File: src/rtl/div_pkg.sv
// Shared definitions for the sequential restoring divider.
// - state_t : controller states (IDLE, CALC, DONE)
// - abs_val : two's-complement magnitude / conditional negate on a 64-bit
//             carrier. Callers zero- or sign-extend their operand into it and
//             truncate the result back to the width they need.
package div_pkg;

    typedef enum logic [1:0] {
        IDLE = 2'd0,
        CALC = 2'd1,
        DONE = 2'd2
    } state_t;

    // Width of the carrier used by abs_val; operands must be narrower.
    localparam int ABS_W = 64;

    // Negate value when sign is set, otherwise pass it through unchanged.
    // Negation modulo 2^k only depends on the low k bits of the carrier.
    function automatic logic [ABS_W-1:0] abs_val(input logic [ABS_W-1:0] value,
                                                 input logic             sign);
        logic [ABS_W-1:0] res;
        if (sign) begin
            res = ~value + 64'd1;
        end else begin
            res = value;
        end
        return res;
    endfunction

endpackage

File: src/rtl/div_seq_param_step.sv
// One iteration of restoring division: shift in the next dividend bit,
// compare with the divisor magnitude and subtract when it fits.
// Ports:
//   pr      : current partial remainder (always below |divisor|, so VW bits)
//   din     : next dividend bit, MSB first
//   dvs     : divisor magnitude, VW+1 bits (holds 2^VW for the most-negative divisor)
//   pr_next : updated partial remainder
//   qbit    : quotient bit produced by this step
module div_step #(
    parameter int VW = 8
) (
    input  logic [VW-1:0] pr,
    input  logic          din,
    input  logic [VW:0]   dvs,
    output logic [VW-1:0] pr_next,
    output logic          qbit
);

    logic [VW:0] shifted_s;
    logic [VW:0] diff_s;

    // Shift/compare/subtract for one quotient bit.
    always_comb begin
        shifted_s = {pr, din};
        diff_s    = shifted_s - dvs;
        if (shifted_s >= dvs) begin
            qbit    = 1'b1;
            // The difference is below |divisor| <= 2^VW, so it fits VW bits.
            pr_next = diff_s[VW-1:0];
        end else begin
            qbit    = 1'b0;
            pr_next = shifted_s[VW-1:0];
        end
    end

endmodule

File: src/rtl/div_seq_param.sv
// Multi-cycle restoring divider, one quotient bit per clock, with optional
// signed (truncating) mode, divide-by-zero detection and valid/ready on both
// sides. All outputs are registered.
// Ports:
//   clk, rst_n            : clock, synchronous active-low reset
//   in_valid/in_ready     : operand handshake (accept in IDLE only)
//   dividend, divisor     : operands (DW / VW bits)
//   signed_mode           : two's-complement operation when SIGNED_EN != 0
//   out_valid/out_ready   : result handshake (result held in DONE)
//   quotient, remainder   : result (DW / VW bits)
//   div_by_zero           : result came from a zero divisor
module div_seq_param
    import div_pkg::*;
#(
    parameter int DW        = 16,
    parameter int VW        = 8,
    parameter int SIGNED_EN = 0
) (
    input  logic          clk,
    input  logic          rst_n,
    input  logic          in_valid,
    output logic          in_ready,
    input  logic [DW-1:0] dividend,
    input  logic [VW-1:0] divisor,
    input  logic          signed_mode,
    output logic          out_valid,
    input  logic          out_ready,
    output logic [DW-1:0] quotient,
    output logic [VW-1:0] remainder,
    output logic          div_by_zero
);

    localparam int CNT_W = (DW > 1) ? $clog2(DW) : 1;

    state_t          state_r;
    state_t          state_next_s;
    logic [CNT_W-1:0] cnt_r;
    logic [DW-1:0]   dmag_r;      // dividend magnitude, shifts left as quotient bits enter
    logic [VW:0]     dvs_mag_r;
    logic [VW-1:0]   pr_r;
    logic            dvd_neg_r;
    logic            dvs_neg_r;
    logic            in_ready_r;
    logic            out_valid_r;
    logic [DW-1:0]   quotient_r;
    logic [VW-1:0]   remainder_r;
    logic            dbz_r;

    logic            sgn_s;
    logic            dvd_neg_s;
    logic            dvs_neg_s;
    logic            dvs_zero_s;
    logic [DW-1:0]   dvd_abs_s;
    logic [VW:0]     dvs_abs_s;
    logic [VW-1:0]   pr_next_s;
    logic            qbit_s;
    logic [DW-1:0]   q_mag_s;
    logic [DW-1:0]   q_fix_s;
    logic [VW-1:0]   r_fix_s;

    div_step #(.VW(VW)) u_step (
        .pr      (pr_r),
        .din     (dmag_r[DW-1]),
        .dvs     (dvs_mag_r),
        .pr_next (pr_next_s),
        .qbit    (qbit_s)
    );

    // Operand magnitudes on accept and sign fix-up of the final step.
    always_comb begin
        sgn_s      = (SIGNED_EN != 0) && signed_mode;
        dvd_neg_s  = sgn_s && dividend[DW-1];
        dvs_neg_s  = sgn_s && divisor[VW-1];
        dvs_zero_s = (divisor == {VW{1'b0}});
        // Dividend negation only needs its own DW bits; the most-negative
        // value maps to 2^(DW-1), still representable unsigned.
        dvd_abs_s  = DW'(abs_val(64'(dividend), dvd_neg_s));
        // Divisor magnitude needs VW+1 bits, so sign-extend before negating.
        dvs_abs_s  = (VW+1)'(abs_val({{(ABS_W-VW){dvs_neg_s}}, divisor}, dvs_neg_s));
        q_mag_s    = {dmag_r[DW-2:0], qbit_s};
        // Overflow (most-negative / -1) wraps naturally to the most-negative value.
        q_fix_s    = DW'(abs_val(64'(q_mag_s), dvd_neg_r ^ dvs_neg_r));
        r_fix_s    = VW'(abs_val(64'(pr_next_s), dvd_neg_r));
    end

    // Controller next-state logic.
    always_comb begin
        state_next_s = state_r;
        case (state_r)
            IDLE: begin
                if (in_valid) begin
                    state_next_s = dvs_zero_s ? DONE : CALC;
                end else begin
                    state_next_s = IDLE;
                end
            end
            CALC: begin
                if (cnt_r == {CNT_W{1'b0}}) begin
                    state_next_s = DONE;
                end else begin
                    state_next_s = CALC;
                end
            end
            DONE: begin
                if (out_ready) begin
                    state_next_s = IDLE;
                end else begin
                    state_next_s = DONE;
                end
            end
            default: state_next_s = IDLE;
        endcase
    end

    // State register; handshake flags are registered from the next state.
    always_ff @(posedge clk) begin
        if (!rst_n) begin
            state_r     <= IDLE;
            in_ready_r  <= 1'b0;
            out_valid_r <= 1'b0;
        end else begin
            state_r     <= state_next_s;
            in_ready_r  <= (state_next_s == IDLE);
            out_valid_r <= (state_next_s == DONE);
        end
    end

    // Datapath: operand capture, bit iteration and result registers.
    always_ff @(posedge clk) begin
        if (!rst_n) begin
            cnt_r       <= {CNT_W{1'b0}};
            dmag_r      <= {DW{1'b0}};
            dvs_mag_r   <= {(VW+1){1'b0}};
            pr_r        <= {VW{1'b0}};
            dvd_neg_r   <= 1'b0;
            dvs_neg_r   <= 1'b0;
            quotient_r  <= {DW{1'b0}};
            remainder_r <= {VW{1'b0}};
            dbz_r       <= 1'b0;
        end else begin
            case (state_r)
                IDLE: begin
                    if (in_valid) begin
                        cnt_r     <= CNT_W'(DW-1);
                        dmag_r    <= dvd_abs_s;
                        dvs_mag_r <= dvs_abs_s;
                        pr_r      <= {VW{1'b0}};
                        dvd_neg_r <= dvd_neg_s;
                        dvs_neg_r <= dvs_neg_s;
                        if (dvs_zero_s) begin
                            quotient_r  <= {DW{1'b1}};
                            remainder_r <= dividend[VW-1:0];
                            dbz_r       <= 1'b1;
                        end
                    end
                end
                CALC: begin
                    dmag_r <= q_mag_s;
                    pr_r   <= pr_next_s;
                    cnt_r  <= cnt_r - CNT_W'(1);
                    if (cnt_r == {CNT_W{1'b0}}) begin
                        quotient_r  <= q_fix_s;
                        remainder_r <= r_fix_s;
                        dbz_r       <= 1'b0;
                    end
                end
                default: begin
                end
            endcase
        end
    end

    assign in_ready    = in_ready_r;
    assign out_valid   = out_valid_r;
    assign quotient    = quotient_r;
    assign remainder   = remainder_r;
    assign div_by_zero = dbz_r;

endmodule

File: config.mk
export PLATFORM = sky130hd
export DESIGN_NAME = div_seq_param
export DESIGN_NICKNAME = d
export VERILOG_FILES = /design/src/rtl/div_pkg.sv /design/src/rtl/div_seq_param_step.sv /design/src/rtl/div_seq_param.sv
export SDC_FILE = /design/constraint.sdc
export NUM_CORES = 1
export LEC_CHECK = 0
export CORE_MARGIN = 1
export CORE_UTILIZATION = 57
export CTS_BUF_LIST = sky130_fd_sc_hd__clkbuf_4 sky130_fd_sc_hd__clkbuf_8
export CTS_CLUSTER_DIAMETER = 120
export DETAILED_ROUTE_END_ITERATION = 6
export GPL_ROUTABILITY_DRIVEN = 0
export PLACE_DENSITY_LB_ADDON = 0.05
export SLEW_MARGIN = 30
export SYNTH_ARGS = -nofsm -noshare
export SYNTH_HDL_FRONTEND = slang
export SYNTH_SLANG_ARGS = --single-unit
export TNS_END_PERCENT = 100
File: constraint.sdc
create_clock -name clk -period 3.95 [get_ports clk]
set_clock_uncertainty 0.2 [all_clocks]
set_input_delay 0.79 -clock clk [delete_from_list [all_inputs] [get_ports clk]]
set_output_delay 0.79 -clock clk [all_outputs]
set_load 0.005 [all_outputs]
==> results of run 1 <==
## flip-flops by register name, summed over array words and instances (netlist names)
signal / count
dvs_mag_r: 8
state_r: 2
in_ready: 1
out_valid: 1
cnt_r: 4
dmag_r: 16
div_by_zero: 1
quotient: 16
remainder: 8
pr_r: 8
## metal layers
layer,part of all wire,GRT usage
met1,0.48,0.391
met2,0.46,0.442
met3,0.048,0.0476
met5,0,0
met4,0.013,0.123
## placed cells by master, fill, tap and decap left out, types with 3 or more instances in the layout
cell type        count
a211oi_1             4
a211oi_2             6
a21oi_1             26
a311oi_1            15
a31oi_1              9
and3_1               3
buf_4                6
bufinv_16            3
clkbuf_8            10
clkdlybuf4s50_1     54
dfxtp_1             65
ha_1                 9
inv_1               14
mux2i_1              5
nand2_1             70
nand2b_1             4
nand3_1              5
nand3b_1             4
nor2_1              38
nor2b_1              4
nor3_1               4
o21ai_0             17
o221a_2              7
## cell type report
| cell class | count | area [um2] |
|---|---|---|
| Clock inverter | 6 | 115 |
| Tap cell | 70 | 87.6 |
| Multi-Input combinational cell | 265 | 1620 |
| Inverter | 15 | 56.3 |
| Fill cell | 400 | 1270 |
| Timing Repair Buffer | 60 | 586 |
| Clock buffer | 10 | 138 |
| Sequential cell | 65 | 1300 |
## kinds of logic after synthesis
group	Yosys count	share of synthesized area
AOI/OAI and AO/OA	102	0.244
adders and majority gates	10	0.0430
buffers and inverters	38	0.0535
DFF	65	0.422
muxes	6	0.0199
and+or+nand+nor	147	0.218
## worst max-delay path: cells and delay by family
family          cells  cell delay (ns)
compound gates      2             0.45
buf+inv             1             0.42
simple gates        3             1.44
## per-stage QoR
stage / hold WS [ns] / instance area (um2) / utilization
floorplan: 0.236 / 3090 / -
global placement: 0.244 / 3650 / 0.706
detailed placement: 0.247 / 3650 / 0.706
CTS: 0.258 / 3900 / 0.754
global route: 0.285 / 3900 / 0.754
finish: 0.259 / 3900 / 0.754
## worst max path at each step
stage / startpoint / to / slack (ns) / depth (start not counted)
detailed placement: divisor[4] / remainder[6] / 0.56 / 6
global route: divisor[4] / remainder[6] / 0.85 / 6
finish: divisor[4] / remainder[6] / 0.90 / 6
global placement: divisor[4] / remainder[6] / 0.61 / 6
floorplan: divisor[4] / quotient[10] / 1.40 / 6
CTS: divisor[4] / remainder[6] / 0.92 / 6
## report_power, final
group          internal [mW]  switching (mW)
sequential             0.721          0.0437
clock                  0.438           0.261
combinational          0.217           0.268
==> metrics.txt, run 1 <==
dpl cells about 480; slew margin rel. 0.436; Post-Synthesis Cells 368; max-slew violations 0; peak supply drop 0.293 mV; fin worst setup slack 0.904 ns; critical path capture point type register; hold_buf cts 0; WHS Endpoint dvs_mag_r[6]; Die X 75.6 um; Post-synth top cells nand2_1, dfxtp_1, nor2_1, a21oi_1, o21ai_0; CTS tree built; crit path DAT 3.10 ns; DR pass1 iterations 5; DP Worst Slack about 0.56 ns; unrepaired setup endpoints after global routing no; prevailing post-synth register cell dfxtp_1; routed wire length between 7000 and 8000 um; setup TNS 0 ns; aggregate global routing overflow 0; detailed-route DRC error count 0; Reg-to-Reg End pr_r[6]; Tmin final 3.05 ns; final setup fails 0; Nets 455; via/cell ratio 5.68; clock transition at the registers of the reported paths 0.07 ns; outcome completed; leakage power total between 1 and 1.5 nW; antenna viol nets, final 0; n_diodes 0; DP HPWL roughly 4900 um; fmax 328 MHz; top-area cell type share of the netlist area 0.422; cell taking the most area after synthesis dfxtp_1; Crit Path Class in -> reg; share of layout cells above drive strength 1 0.109; sequential share of the synthesized area 0.422; Top Ports 56; Yosys warning count 0; PD cells ~500 mW/mm2; Tot Pwr 1.95 mW; Site Rows 26; cells on worst reg2reg path 8; Area contributors post-synth dfxtp_1, nand2_1, nor2_1; number of max-cap violations 0; Hold WC Path Type reg -> reg; PortBufs 54; Startpoint Class input pin; period utilization 0.771; Netlist Area Pre-Place slightly above 0.003 mm2; initial DRC count 196; Die Y 75.6 um; CP required ~4 ns; worst-margin pin slew 0.844 ns; count of final hold-check violations 0; cell with the most instances after synthesis nand2_1; H-tree Lvls 3; async set-reset flop share out of synthesis 0; CP max stage delay approximately 0.57 ns; Synth Net Count 407; initial antenna violation count 0; EDFF count, synth 0; Initial Util 0.597; vias in the first global route 2516; Clock Sinks 65; cts bufs inserted 9; r2r startpoint dvs_mag_r[2]; #FFs+latches synth 65; CTS Buffer Depth 2; GR Util All Layers 0.285; cts repair resizes 0; critical path, cell by cell clkdlybuf4s50_1, or4_4, or4_4, nand2_4, o21ai_0, a221oi_2; Cell variety after synth 51; first-pass GRT wire length 11900 um; r2r setup slk 1.42 ns; Most common cell on crit path or4_4; Hold Startpoint dvs_mag_r[6]; worst-path fanout max 32; clk_lat worst skew 0.34 ns; syn_area_per_cell approximately 8.4 um2; die area approximately 0.0057 mm2; Core ar. 0.00517 mm2; root buffer cell clkbuf_8; maximum number of pins on one net before global-route repair 44; routed len/inst around 15 um; Post-Layout Cell Count 491; Setup Fix Bufs, Post-CTS 0; Critical-path top delay cell or4_4; via count between 2000 and 3000; Area Growth Syn to Fin 26.5%; Hold Path Depth 2
Power figures use the tool's default switching activity.
==> inputs of run 2 (changes only) <==
--- a/config.mk
+++ b/config.mk
@@ -6,7 +6,7 @@
 export NUM_CORES = 1
 export LEC_CHECK = 0
 export CORE_MARGIN = 1
-export CORE_UTILIZATION = 57
+export CORE_UTILIZATION = 49
 export CTS_BUF_LIST = sky130_fd_sc_hd__clkbuf_4 sky130_fd_sc_hd__clkbuf_8
 export CTS_CLUSTER_DIAMETER = 120
 export DETAILED_ROUTE_END_ITERATION = 6
==> constraint.sdc (replaced) <==
create_clock -name clk -period 2.8 [get_ports clk]
set_clock_uncertainty 0.2 [all_clocks]
set_input_delay 0.56 -clock clk [delete_from_list [all_inputs] [get_ports clk]]
set_output_delay 0.56 -clock clk [all_outputs]
set_load 0.005 [all_outputs]
==> metrics.txt, run 2 (same netlist as run 1, synthesis figures left out) <==
outcome completed; Die Y 81.4 um; slew margin rel. 0.635; Reg-to-Reg End pr_r[6]; Area Growth Syn to Fin 30.9%; DP Worst Slack -0.133 ns; Final Util 0.674; peak supply drop 0.485 mV; Tot Pwr approximately 2.8 mW; initial DRC count 152; via count 2848; Core ar. 0.00599 mm2; count of final hold-check violations 0; cells on worst reg2reg path 8; initial antenna violation count 0; first-pass GRT wire length 12500 um; CP Buf/Inv Count 2; Tmin final approximately 2.6 ns; Hold Path Depth 2; worst-path fanout max 15; DR pass1 iterations 4; PD cells 705 mW/mm2; Setup Fix Bufs, Post-CTS 0; WHS Endpoint dvs_mag_r[7]; GR Util All Layers 0.252; Final Cell Area 0.00404 mm2; hold_buf cts 0; r2r startpoint dvs_mag_r[2]; fmax 387 MHz; CP max stage delay 0.63 ns; fin worst setup slack 0.215 ns; commonest non-fill, non-tap cell in the layout nand2_1; antenna viol nets, final 0; leakage power total 1.54 nW; CP Depth 7; maximum number of pins on one net before global-route repair 36; Critical-path top delay cell or4_1; share of layout cells above drive strength 1 0.128; clock transition at the registers of the reported paths 0.07 ns; Power Internal 2.03 mW; Crit Path Class in -> reg; sequential power share 0.378; net load switching power 0.819 mW; n_diodes 0; CTS tree built; Die X around 81 um; routed wire length 7660 um; aggregate global routing overflow 0; vias in the first global route 2603; combinational fraction of design power 0.251; max-slew violations 0; cts repair resizes 0; via/cell ratio about 5.6; number of max-cap violations 0; critical path capture point type register; routed len/inst about 15 um; Initial Util 0.515; crit path DAT roughly 2.7 ns; Nets roughly 460; dpl cell area ~0.0038 mm2; cts bufs inserted 9; unrepaired setup endpoints after global routing no; Clock power frac 0.371; CP required between 2 and 3 ns; root buffer cell clkbuf_8; r2r setup slk 0.28 ns; switching share of total power 0.288; detailed-route DRC error count 0; Startpoint Class input pin; clk_lat worst skew 0.34 ns; H-tree Lvls 3; period utilization 0.923; DP HPWL 5230 um; Hold WC Path Type reg -> reg; Hold Startpoint dvs_mag_r[7]; Top Ports 56; most frequent cells in the layout nand2_1, dfxtp_1, clkdlybuf4s50_1; Site Rows 28; Post-Layout Cell Count 505; critical path, cell by cell clkdlybuf4s50_1, or4_1, or4_4, nand2_4, buf_12, o21ai_0, a31oi_1; final setup fails 0; CTS Buffer Depth 2; worst-margin pin slew ~0.55 ns; die area 0.00662 mm2; Crit path max-delay family simple AND/OR/NAND/NOR gates; Clock Sinks 65; dpl cells 489; PortBufs 54
run 2: cell count changes in the layout (fill, tap and decap cells not counted):
cell / delta
buf_12: +4
clkbuf_8: -1
clkinvlp_4: -1
clkinv_2: +1
bufinv_16: +1
buf_4: +5
run 2: stage by stage:
step	hold WS, ns	setup TNS, ns
detailed placement	0.248	-1.94
floorplan	0.236	0
global placement	0.245	-0.886
CTS	0.257	0
global route	0.298	0
finish	0.257	0
run 2: power groups by stage:
| stage | Clock [mW] | Sequential (mW) | Combinational (mW) |
|---|---|---|---|
| 2_1_floorplan | 0 | 1.08 | 0.466 |
| 6_report | 1.06 | 1.08 | 0.714 |
| 3_5_place_dp | 0 | 1.10 | 0.707 |
| 4_1_cts | 1.07 | 1.08 | 0.714 |
| 3_3_place_gp | 0 | 1.10 | 0.691 |
| 5_1_grt | 1.12 | 1.09 | 0.789 |
run 2: how the worst max path moves through the flow:
stage	startpoint	endpoint	slack [ns]
final	divisor[0]	remainder[1]	0.21
after global routing	dvs_mag_r[2]	pr_r[6]	0.07
after global placement	divisor[0]	quotient[12]	-0.08
after detailed placement	divisor[0]	quotient[9]	-0.13
after floorplan	dvs_mag_r[6]	remainder[0]	0.43
after CTS	divisor[0]	remainder[1]	0.23
run 2: per-layer routing:
metal	wire length, um	GRT usage
met2	3370	0.393
met5	0	0
met1	3630	0.340
met4	151	0.114
met3	511	0.0427
run 2: tightest hold or removal path, stage by stage (launching register included):
cell	delay, ns
dfxtp_1	0.31
nand2_1	0.05
a21oi_1	0.05
run 2: area by class of cell:
cell class / instances / area (um2)
inverters: 15 / 56.3
fillers: 513 / 1950
well taps: 75 / 93.8
flip-flops and latches: 65 / 1300
repair buffers: 69 / 703
multi-input cells: 265 / 1620
clock inverters: 7 / 143
clock buffers: 9 / 124
